### src/rtl/ovl_multi_edge_pkg.sv
// Shared types and helpers for the multi-channel always-on-edge checker.
package ovl_multi_edge_pkg;

    typedef enum logic [1:0] {
        EDGE_NONE = 2'd0,
        EDGE_POS  = 2'd1,
        EDGE_NEG  = 2'd2,
        EDGE_ANY  = 2'd3
    } edge_type_e;

    function automatic int unsigned ch_idx_w(input int unsigned n);
        return (n > 1) ? $clog2(n) : 1;
    endfunction

    // Increment v, holding at the all-ones value of a w-bit counter.
    function automatic logic [31:0] sat_inc(input logic [31:0] v, input int unsigned w);
        logic [31:0] lim;
        lim = (w >= 32) ? '1 : ((32'd1 << w) - 32'd1);
        return (v >= lim) ? v : v + 32'd1;
    endfunction

endpackage

### src/rtl/ovl_edge_sample.sv
// One channel of sampling-event history and edge qualification.
module ovl_edge_sample
    import ovl_multi_edge_pkg::*;
#(
    parameter edge_type_e EDGE_TYPE = EDGE_POS
) (
    input  logic clock,
    input  logic reset,
    input  logic sample,
    input  logic prev_valid,
    output logic edge_det
);

    logic prev_q;
    logic prev_d;

    always_comb prev_d = sample;

    always_ff @(posedge clock or posedge reset) begin
        if (reset) prev_q <= 1'b0;
        else       prev_q <= prev_d;
    end

    // Until one sample has been taken since reset, history is meaningless.
    always_comb begin
        edge_det = 1'b0;
        case (EDGE_TYPE)
            EDGE_NONE: edge_det = 1'b1;
            EDGE_POS:  edge_det = prev_valid & sample & ~prev_q;
            EDGE_NEG:  edge_det = prev_valid & ~sample & prev_q;
            EDGE_ANY:  edge_det = prev_valid & (sample ^ prev_q);
            default:   edge_det = 1'b0;
        endcase
    end

endmodule

### src/rtl/ovl_multi_always_on_edge.sv
// Multi-channel always-on-edge checker: per-channel failure pulse, sticky
// status, saturating counters, first-failure capture and post-reset hold-off.
module ovl_multi_always_on_edge
    import ovl_multi_edge_pkg::*;
#(
    parameter int unsigned NUM_CH    = 4,
    parameter int unsigned WIDTH     = 1,
    parameter int unsigned EDGE_TYPE = 1,
    parameter int unsigned CNT_W     = 8,
    parameter int unsigned HOLDOFF   = 0
) (
    input  logic                          clock,
    input  logic                          reset,
    input  logic                          enable,
    input  logic                          clear,
    input  logic [NUM_CH-1:0]             sampling_event,
    input  logic [NUM_CH*WIDTH-1:0]       test_expr,
    output logic [NUM_CH-1:0]             fire,
    output logic [NUM_CH-1:0]             fire_sticky,
    output logic [NUM_CH*CNT_W-1:0]       fail_count,
    output logic                          first_fail_valid,
    output logic [ch_idx_w(NUM_CH)-1:0]   first_fail_ch
);

    localparam int unsigned CH_W = ch_idx_w(NUM_CH);
    localparam int unsigned HO_W = (HOLDOFF > 0) ? $clog2(HOLDOFF + 1) : 1;
    localparam edge_type_e  EDGE_E = edge_type_e'(EDGE_TYPE[1:0]);

    logic                    prev_valid_q, prev_valid_d;
    logic [HO_W-1:0]         holdoff_q, holdoff_d;
    logic [NUM_CH-1:0]       fire_q, fire_d;
    logic [NUM_CH-1:0]       sticky_q, sticky_d;
    logic [NUM_CH*CNT_W-1:0] count_q, count_d;
    logic                    ffv_q, ffv_d;
    logic [CH_W-1:0]         ffc_q, ffc_d;

    logic [NUM_CH-1:0]       edge_det;
    logic [NUM_CH-1:0]       slice_zero;
    logic [NUM_CH-1:0]       fail;
    logic                    holdoff_done;

    for (genvar c = 0; c < NUM_CH; c++) begin : g_ch
        ovl_edge_sample #(
            .EDGE_TYPE(EDGE_E)
        ) u_edge (
            .clock      (clock),
            .reset      (reset),
            .sample     (sampling_event[c]),
            .prev_valid (prev_valid_q),
            .edge_det   (edge_det[c])
        );
        assign slice_zero[c] = ~|test_expr[c*WIDTH +: WIDTH];
    end

    assign holdoff_done = (holdoff_q == '0);
    assign fail = {NUM_CH{enable & holdoff_done}} & edge_det & slice_zero;

    // clear takes effect before this cycle's failures are folded in.
    always_comb begin
        prev_valid_d = 1'b1;
        holdoff_d    = holdoff_done ? holdoff_q : holdoff_q - HO_W'(1);
        fire_d       = fail;
        sticky_d     = (clear ? '0 : sticky_q) | fail;
        count_d      = clear ? '0 : count_q;
        for (int unsigned c = 0; c < NUM_CH; c++) begin
            if (fail[c]) begin
                count_d[c*CNT_W +: CNT_W] =
                    CNT_W'(sat_inc(32'(count_d[c*CNT_W +: CNT_W]), CNT_W));
            end
        end
        ffv_d = clear ? 1'b0 : ffv_q;
        ffc_d = clear ? '0 : ffc_q;
        if (!ffv_d && (|fail)) begin
            ffv_d = 1'b1;
            for (int unsigned c = NUM_CH; c > 0; c--) begin
                if (fail[c-1]) ffc_d = CH_W'(c - 1);
            end
        end
    end

    always_ff @(posedge clock or posedge reset) begin
        if (reset) begin
            prev_valid_q <= 1'b0;
            holdoff_q    <= HO_W'(HOLDOFF);
            fire_q       <= '0;
            sticky_q     <= '0;
            count_q      <= '0;
            ffv_q        <= 1'b0;
            ffc_q        <= '0;
        end else begin
            prev_valid_q <= prev_valid_d;
            holdoff_q    <= holdoff_d;
            fire_q       <= fire_d;
            sticky_q     <= sticky_d;
            count_q      <= count_d;
            ffv_q        <= ffv_d;
            ffc_q        <= ffc_d;
        end
    end

    assign fire             = fire_q;
    assign fire_sticky      = sticky_q;
    assign fail_count       = count_q;
    assign first_fail_valid = ffv_q;
    assign first_fail_ch    = ffc_q;

endmodule

### config.mk
export PLATFORM = sky130hd
export DESIGN_NAME = ovl_multi_always_on_edge
export DESIGN_NICKNAME = d
export VERILOG_FILES = /design/src/rtl/ovl_multi_edge_pkg.sv /design/src/rtl/ovl_edge_sample.sv /design/src/rtl/ovl_multi_always_on_edge.sv
export SDC_FILE = /design/constraint.sdc
export NUM_CORES = 1
export LEC_CHECK = 0
export BUFFER_PORTS_ARGS = -buffer_cell sky130_fd_sc_hd__buf_2
export CAP_MARGIN = 15
export CORE_AREA = 2 2 67 69
export DETAILED_ROUTE_END_ITERATION = 8
export DIE_AREA = 0 0 69 71
export GPL_ROUTABILITY_DRIVEN = 0
export PLACE_DENSITY = 0.81
export SKIP_LAST_GASP = 1
export SLEW_MARGIN = 20
export SYNTH_ARGS = -nofsm -noshare
export SYNTH_HDL_FRONTEND = slang
export SYNTH_HIERARCHICAL = 1
export SYNTH_SLANG_ARGS = --single-unit
export TNS_END_PERCENT = 100
### constraint.sdc
create_clock -name clock -period 3.29 [get_ports clock]
set_clock_uncertainty 0.05 [all_clocks]
set_input_delay 0.329 -clock clock [delete_from_list [all_inputs] [get_ports clock]]
set_output_delay 0.329 -clock clock [all_outputs]
set_load 0.01 [all_outputs]
# Word-level counts from Yosys, hierarchy flattened

Cells that the tools add are included.

Bits in registers: 49
Input port bits: 12
Logic and storage cells: 63
Output and inout bits: 43

$add $sub $neg: 5
Multiplexer cells: 19
Reductions and logical operators: 7
Magnitude comparators: 4
Bitwise logic cells: 17

Operators with widths:

| kind                                        | count |
|---|---|
| 2-to-1 mux 8 bit                            | 8 |
| adder 8 x 1 -> 8 bit, second input constant | 4 |
| >= comparator 8 bit, second input constant  | 4 |
| 2-to-1 mux 32 bit                           | 1 |
| 2-to-1 mux 2 bit                            | 6 |
| AND 1 bit                                   | 9 |
| AND 4 bit                                   | 2 |
| logical NOT 1 bit                           | 5 |
| inverter 1 bit                              | 5 |
| 2-to-1 mux 4 bit                            | 1 |
| bitwise OR 4 bit                            | 1 |
| OR reduction 4 bit                          | 1 |
| 2-to-1 mux 1 bit                            | 3 |
| logical AND 1 bit                           | 1 |
| subtractor 1 bit, second input constant     | 1 |

# Depth between registers and ports, before layout

Gate-level depths: netlist of the first run.

Depth after elaboration: 9
Gate-level depth with buffers: 6

# Cells and area by module

The synthesis of the first run kept the hierarchy.

Modules (own cells, without submodules):

| module                   | cells each | seq. area each (um^2) | area each (um^2) | times used |
|---|---|---|---|---|
| ovl_multi_always_on_edge | 204        | 1,101.1               | 2,130.8          | 1 |
| ovl_edge_sample          | 3          | 25.0                  | 37.5             | 4 |

# Least setup slack after synthesis of the first run

No wires, ideal clock.

Path type: register to register
Start: reg prev_valid_q
End: reg ffv_q (netlist: first_fail_valid)
Setup time: 139 ps
Arrival time: 1,220 ps
Stages on the path, launching flop included: 5
Required time: 3,101 ps
Path slack: 1,882 ps
Buffers on the path: 0
Cells stage by stage: dfrtp_1 > and3b_1 > nand3b_1 > inv_1 > or4_1

Word-level cells in the longest chain between the ends: 7

Ends and longest elaborated chain:

| item                    | RTL line                       | source |
|---|---|---|
| from (decl)             | ovl_multi_always_on_edge.sv:29 | `logic prev_valid_q, prev_valid_d;` |
| from (signal assigned)  | ovl_multi_always_on_edge.sv:91 | `prev_valid_q <= prev_valid_d;` |
| AND 1 bit (2 in series) | ovl_edge_sample.sv:29          | `EDGE_POS: edge_det = prev_valid & sample & ~prev_q;` |
| named net edge_det[2]   | ovl_multi_always_on_edge.sv:37 | `logic [NUM_CH-1:0] edge_det;` |
| AND 4 bit (2 in series) | ovl_multi_always_on_edge.sv:56 | `assign fail = {NUM_CH{enable & holdoff_done}} & edge_det & slice_zero;` |
| named net fail[2]       | ovl_multi_always_on_edge.sv:39 | `logic [NUM_CH-1:0] fail;` |
| OR reduction 4 bit      | ovl_multi_always_on_edge.sv:73 | `if (!ffv_d && (\|fail)) begin` |
| logical AND 1 bit       | ovl_multi_always_on_edge.sv:73 |  |
| 2-to-1 mux 1 bit        | ovl_multi_always_on_edge.sv:73 |  |
| named net ffv_d         | ovl_multi_always_on_edge.sv:34 | `logic ffv_q, ffv_d;` |
| to (signal assigned)    | ovl_multi_always_on_edge.sv:96 | `ffv_q <= ffv_d;` |
| to (decl)               | ovl_multi_always_on_edge.sv:34 |  |

The timed path passes the listed nets, and every way through them passes these cells.

# Final worst setup path of the first run

Start: reg prev_valid_q
End: reg count_q[14] (netlist: fail_count[14])

Word-level cells in the longest chain between the ends: 5

Ends and longest elaborated chain:

| item                    | RTL line                       | source |
|---|---|---|
| AND 1 bit (2 in series) | ovl_edge_sample.sv:29          |  |
| named net edge_det[1]   | ovl_multi_always_on_edge.sv:37 |  |
| AND 4 bit (2 in series) | ovl_multi_always_on_edge.sv:56 |  |
| 2-to-1 mux 8 bit        | ovl_multi_always_on_edge.sv:66 | `if (fail[c]) begin` |
| named net count_d[14]   | ovl_multi_always_on_edge.sv:33 | `logic [NUM_CH*CNT_W-1:0] count_q, count_d;` |
| to (signal assigned)    | ovl_multi_always_on_edge.sv:95 | `count_q <= count_d;` |
| to (decl)               | ovl_multi_always_on_edge.sv:33 |  |

The timed path passes the listed nets, and every way through them passes these cells.

==> results.md, run 1 <==
* WS Path Type: reg -> reg
* RR Startpoint: prev_valid_q
* Initial DRC Count at between 100 and 150
* EDFF count, synth at 0
* Post-CTS sizing at 0
* Hold Path Cell Cnt at 1
* Die area at 4900 sq um
* Yosys top cell by area: dfrtp_1
* Relative slew slack at 53.6%
* WP data required at 3.43 ns
* Total CTS buffers at 5
* Ys flop type: dfrtp_1
* CTS tree: done
* Ys async rst share at between 90% and 100%
* Final Hold Fails at 0
* Grt total ovfl at 0
* Final slew viol count at 0
* Sequential area share after synthesis at 52.7%
* Die Ht at roughly 70 um
* CP cell instances: and3b_1 > and4b_1 > a31oi_1 > a311oi_1
* Crit path time final at 1.60 ns
* Clock sink count at 48
* Share of layout cells above drive strength 1 at between 20% and 30%
* DRC Markers at 0
* Yosys warns at 6
* Synthesized area at 2280 sq um
* Reg2reg end: fail_count[14]
* Worst IR Drop VDD at 283 uV
* Vias after detailed routing at between 1.5k and 2k
* Vias in the first global route at 1,731
* Syn avg cell area at 10.6 sq um
* Slowest cell on crit path: dfrtp_1
* Final setup TNS at 0 ns
* Cell area power density at 409 nW/um^2
* Share of the synthesized area in the top cell type at approximately 53%
* Post-Syn Nets at 228
* Pin count of the biggest net entering global routing at 45
* Max incr delay on CP at 0.39 ns
* Status: completed
* Reg2reg setup slack at approximately 1.7 ns
* Worst EP arrival at 1.74 ns
* Peak Freq at 626 MHz
* Syn-to-layout area delta at 17.3%
* Max clock buf depth at 2
* RSZ-0062 raised after global routing: no
* Worst Tran Pin Value at about 0.7 ns
* Skew-Pair Late Insertion Delay at 0.30 ns
* Drt total wl at roughly 4700 um
* Final period utilization at 48.5%
* Root buf cell: clkbuf_8
* Power Total at ~0.0011 W
* Reg2Reg Depth at 4
* Max-Cap Viols at 0
* First-pass GRT wire length at 7960 um
* Top post-synthesis cells by area: dfrtp_1 53%, a211oi_1 4.9%, a31oi_1 3.6%
* Synthesized flop and latch total at 48
* Core Region at 4200 sq um
* CTS H-tree lvls at 2
* Initial core utilization at between 50% and 60%
* DRT Pass-1 Iters at 4
* Setup crit end: fail_count[14]
* I/O pins at 55
* Leakage at 1.35 nW
* Rows at 24
* Final setup violation count at 0
* Worst min-delay path category: in -> reg
* Antenna cell count at 0
* Final net count at 280
* Initial antenna violation count at 0
* Crit path max fanout at 8
* Worst Setup SP: prev_valid_q
* Synth unique cells at 40
* Die Width at 69 um
* Gr usage total at 19.9%
* Final ANT Viol Nets at 0
* Wire per inst at approximately 15 um
* DPL Wire Length at 3250 um
* Setup crit start kind: flip-flop
* CP Capture Type: flip-flop
* Worst-path clk slew at around 0.090 ns
* Synth Instances at 216
* Via density at about 5.9
* # port buffers at 54
cell families (layout without fill, tap and decap cells):
kind of cell | after synthesis | in the layout | share of synthesized area (%)
multiplexers | 1 | 1 | 0.439
other | 1 | 1 | 0.164
AO/OA/AOI/OAI | 67 | 67 | 19.9
AND/OR/NAND/NOR | 73 | 73 | 21.4
flip-flops | 48 | 48 | 52.7
buffers and inverters | 26 | 79 | 5.49
layout make-up:
cell class | count | area [sq um]
clock buffer | 5 | 68.8
clock inverter | 3 | 42.5
sequential | 48 | 1200
tap | 52 | 65.1
fill | 361 | 1530
inverter | 15 | 56.3
timing repair buffer | 56 | 288
multi-input combinational | 142 | 955
cells in the mapped netlist, types with 6 or more instances:
master and n:
and3_1 6, nor2_1 7, inv_1 14, nor3_1 6
a31oi_1 13, nand2b_1 6, a211oi_1 15, a21oi_1 15
a311oi_1 8, o21ai_0 6, nor2b_1 9, and2_1 6
dfrtp_1 48
worst max-delay path, delay by kind of cell (launching register included):
family          cells  cell delay (ns)
simple gates        2             0.62
flops               1             0.39
compound gates      2             0.42
cells in the final DEF (no fill, tap or decap), drive strengths merged, types with 5 or more instances in the layout:
cell and count:
and2 6, nor3 6, and4 5, a31oi 13, inv 14, a41oi 5
nand2b 6, dfrtp 48, and3b 5, and3 7, nor2 7, a311oi 8
buf 55, nor2b 9, a211oi 15, clkbuf 5, a21oi 15, o21ai 6
layer usage:
layer  track usage [%]  share of wire [%]
met1              26.8                 45
met2              31.2                 49
met3              6.27                5.6
met4              6.10               0.55
met5                 0                  0
how the worst min path moves through the flow:
stage	slack (ns)	to	from
after global placement	0.15	g_ch[3].u_edge/prev_q	reset
after detailed placement	0.16	g_ch[0].u_edge/prev_q	reset
final	0.1	g_ch[0].u_edge/prev_q	sampling_event[0]
after CTS	0.09	g_ch[1].u_edge/prev_q	sampling_event[1]
after floorplan	0.008	g_ch[0].u_edge/prev_q	reset
after global routing	0.08	g_ch[1].u_edge/prev_q	sampling_event[1]
state kept, by name, indices dropped and copies added, names as in the netlist:
| register | flops |
|---|---|
| prev_valid_q | 1 |
| fail_count | 32 |
| fire | 4 |
| fire_sticky | 4 |
| first_fail_ch | 2 |
| first_fail_valid | 1 |
| g_ch.u_edge/prev_q | 4 |
metrics by stage:
step                      std cells  hold slack [ns]  cell area, sq um  setup WS, ns  utilization, %
after floorplan                 216          0.00771              2280          1.88               -
after global placement          312            0.155              2550          1.58            60.8
after detailed placement        312            0.158              2550          1.57            60.8
after CTS                       321           0.0920              2680          1.72            63.7
after global routing            321           0.0779              2680          1.63            63.7
final                           321           0.0961              2680          1.69            63.7
repair_timing:
action,CTS,global route
setup endpoints to repair,0,0
hold endpoints to repair,4,0
hold buffers,1,0
setup buffers,0,0
power breakdown:
part           switching [W]  internal [W]  leakage [nW]
clock network       0.000201      0.000225        0.0541
registers         0.00000766      0.000599         0.655
logic              0.0000393     0.0000226         0.643
total               0.000248      0.000847          1.35
Power figures use the tool's default switching activity.
==> run 2: changes to the inputs <==
--- a/config.mk
+++ b/config.mk
@@ -7,11 +7,11 @@
 export LEC_CHECK = 0
 export BUFFER_PORTS_ARGS = -buffer_cell sky130_fd_sc_hd__buf_2
 export CAP_MARGIN = 15
-export CORE_AREA = 2 2 67 69
+export CORE_AREA = 2 2 69 71
 export DETAILED_ROUTE_END_ITERATION = 8
-export DIE_AREA = 0 0 69 71
+export DIE_AREA = 0 0 71 73
 export GPL_ROUTABILITY_DRIVEN = 0
-export PLACE_DENSITY = 0.81
+export PLACE_DENSITY = 0.77
 export SKIP_LAST_GASP = 1
 export SLEW_MARGIN = 20
 export SYNTH_ARGS = -nofsm -noshare
==> constraint.sdc (replaced) <==
create_clock -name clock -period 1.6 [get_ports clock]
set_clock_uncertainty 0.05 [all_clocks]
set_input_delay 0.16 -clock clock [delete_from_list [all_inputs] [get_ports clock]]
set_output_delay 0.16 -clock clock [all_outputs]
set_load 0.01 [all_outputs]
==> run 2 against run 1 <==
- power increased by 98%
- final cell count grew 3.4%
- combinational power is 130% higher
- routed wire length up 3.7%
- clock power is 82% higher
- core utilization is 2.7 points lower
- via count grew 2.3%
- setup slack lost 1.7 ns
- critical endpoint is now first_fail_valid
==> results.md, run 2 (synthesis gave the netlist of run 1 again) <==
* Status: completed
* Tightest hold margin at 0.0706 ns (-0.0255 ns)
* Sw frac at 22.7% (+0.067 points)
* Power Total at 0.00217 W (+98%)
* Crit path time final at 1.56 ns
* Setup crit start kind: primary input
* Initial antenna violation count at 0 (unchanged)
* Root buf cell: clkbuf_8
* # port buffers at 54 (unchanged)
* Peak Freq at between 600 and 700 MHz
* I/O pins at 55 (unchanged)
* Worst IR Drop VDD at 432 uV (+52%)
* First-pass GRT wire length at 7970 um (+0.18%)
* Most common cell after layout, fill and taps aside: buf_2
* Die Width at 71 um (+2.9%)
* Share of layout cells above drive strength 1 at 27.7% (+2.8 points)
* Final Hold Fails at 0 (unchanged)
* Syn-to-layout area delta at 21.2%
* WS Path Type: in -> reg
* Worst-path clk slew at 0.08 ns (about the same)
* Area occupied by multi-input gates at 968 sq um (+1.4%)
* Cell area power density at 785 nW/um^2 (+92%)
* Met2 WL post-DR at 2360 um (+1.3%)
* Reg2reg setup slack at 0.09 ns (-1.60 ns)
* Max FFs per register at 32 (unchanged)
* RSZ-0062 raised after global routing: yes
* Grt total ovfl at 0 (unchanged)
* Rows at 25 (+4.2%)
* Vias in the first global route at 1,752 (+1.2%)
* Clock network power share at 35.8% (-3.1 points)
* Final slew viol count at 0 (unchanged)
* Gr usage total at 19.7% (-0.21 points)
* Worst min-delay path category: in -> reg
* Setup crit end: first_fail_valid
* Leading cell types in the layout, fill and taps excluded: 54 x buf_2, 48 x dfrtp_1, 15 x a211oi_1, 15 x a21oi_1, 13 x a31oi_1
* Register area at 1200 sq um (unchanged)
* Vias after detailed routing at 1,947 (+2.3%)
* Reg2Reg Depth at 4 (unchanged)
* Crit path max fanout at 4 (-4)
* Comb pwr share at 6.7% (+1.0 points)
* Top layer reached by signal wires: met4
* WP data required at 1.72 ns (-1.71 ns)
* Final ANT Viol Nets at 0 (unchanged)
* Max-Cap Viols at 0 (unchanged)
* Initial DRC Count at 158 (+31%)
* Final setup violation count at 0 (unchanged)
* Drt total wl at 4910 um (+3.7%)
* RR Startpoint: prev_valid_q
* CTS H-tree lvls at 2 (unchanged)
* Initial core utilization at 50.3% (-4.0 points)
* Met3 Routed Length at 188 um (-29%)
* DRC Markers at 0 (unchanged)
* Skew-Pair Late Insertion Delay at 0.30 ns (about the same)
* Die area at 5180 sq um (+5.8%)
* Final net count at 290 (+3.6%)
* CTS tree: done
* Pint at 0.00168 W (+98%)
* Core Region at 4540 sq um (+7.9%)
* Via density at 5.86 (-1.1%)
* Worst Tran Pin Value at 0.525 ns (-0.172 ns)
* Antenna cell count at 0 (unchanged)
* Sequential share of power at 57.5% (+2.1 points)
* Pin count of the biggest net entering global routing at 22 (-51%)
* Die Ht at 73 um (+2.8%)
* DRT Pass-1 Iters at 4 (unchanged)
* CP Capture Type: flip-flop
* Worst EP arrival at 1.68 ns (-0.06 ns)
* Clock sink count at 48 (unchanged)
* Final period utilization at 97.3%
* Reg2reg end: first_fail_valid
* Wire per inst at 14.8 um (+0.30%)
* P_sw at 0.000493 W (+99%)
* Leakage at 1.39 nW (+2.8%)
* Max clock buf depth at 2 (unchanged)
* WL met1 at 2310 um (+9.3%)
* Fillcell total at 394 (+9.1%)
* Relative slew slack at 64.8% (+11 points)
* DPL Wire Length at 3540 um (+8.8%)
* Worst Setup SP: sampling_event[2]
* Total CTS buffers at 5 (unchanged)
==> run 2: changes by cell type in the layout (fill, tap and decap cells not counted), moves of 2 or more <==
cell,previous run,this run
inv_1,13,11
clkbuf_8,5,7
a311oi_1,8,6
a311oi_2,0,2
dlygate4sd3_1,1,5
buf_4,1,7
==> run 2: through the flow <==
stage / utilization, % / worst slack (ns) / cell area, sq um / std cells / TNS [ns]
floorplan: - / 0.192 / 2280 / 216 / 0
global placement: 57.2 / 0.128 / 2590 / 319 / 0
detailed placement: 57.2 / 0.0742 / 2590 / 319 / 0
global route: 61.0 / -0.0762 / 2770 / 332 / -0.113
CTS: 60.4 / 0.0256 / 2740 / 331 / 0
finish: 61.0 / 0.0430 / 2770 / 332 / 0
==> run 2: power by group through the flow <==
stage	combinational (W)	clock (W)	sequential [W]
4_1_cts	0.000145	0.000795	0.00125
2_1_floorplan	0.0000743	0	0.00128
6_report	0.000145	0.000777	0.00125
5_1_grt	0.000162	0.000837	0.00125
3_3_place_gp	0.000134	0	0.00127
3_5_place_dp	0.000136	0	0.00127
==> run 2: layout make-up <==
| type | count | area share, % |
|---|---|---|
| sequential | 48 | 43.4 |
| multi-input combinational | 142 | 35.0 |
| timing repair buffer | 66 | 13.5 |
| clock buffer | 7 | 3.48 |
| tap | 54 | 2.44 |
| inverter | 15 | 2.13 |
==> run 2: critical path, stage by stage <==
cell           delay (ns)
dlygate4sd3_1        0.52
buf_2                0.13
and3b_1              0.20
nand3b_1             0.12
inv_2                0.06
or4_1                0.49
==> run 2: per-layer routing <==
layer | vias to the layer above | GRT usage (%)
li1 | 947 | -
met1 | 945 | 27.5
met2 | 51 | 29.7
met3 | 4 | 5.25
met4 | 0 | 7.13
met5 | - | 0
==> run 2: how the worst min path moves through the flow <==
stage	startpoint	to	slack (ns)	depth (start not counted)
final	clear	fail_count[9]	0.07	2
after global routing	clear	fail_count[9]	0.08	2
after CTS	clear	fail_count[9]	0.06	2
after detailed placement	reset	g_ch[2].u_edge/prev_q	-0.009	2
after global placement	reset	g_ch[0].u_edge/prev_q	-0.01	2
after floorplan	reset	g_ch[0].u_edge/prev_q	-0.16	1
==> run 2: what timing repair did <==
item	CTS	global route
hold buffers	5	0
setup endpoints to repair	0	11
resized for setup	0	6
buffers inserted	0	1
endpoints found under the hold margin	21	0
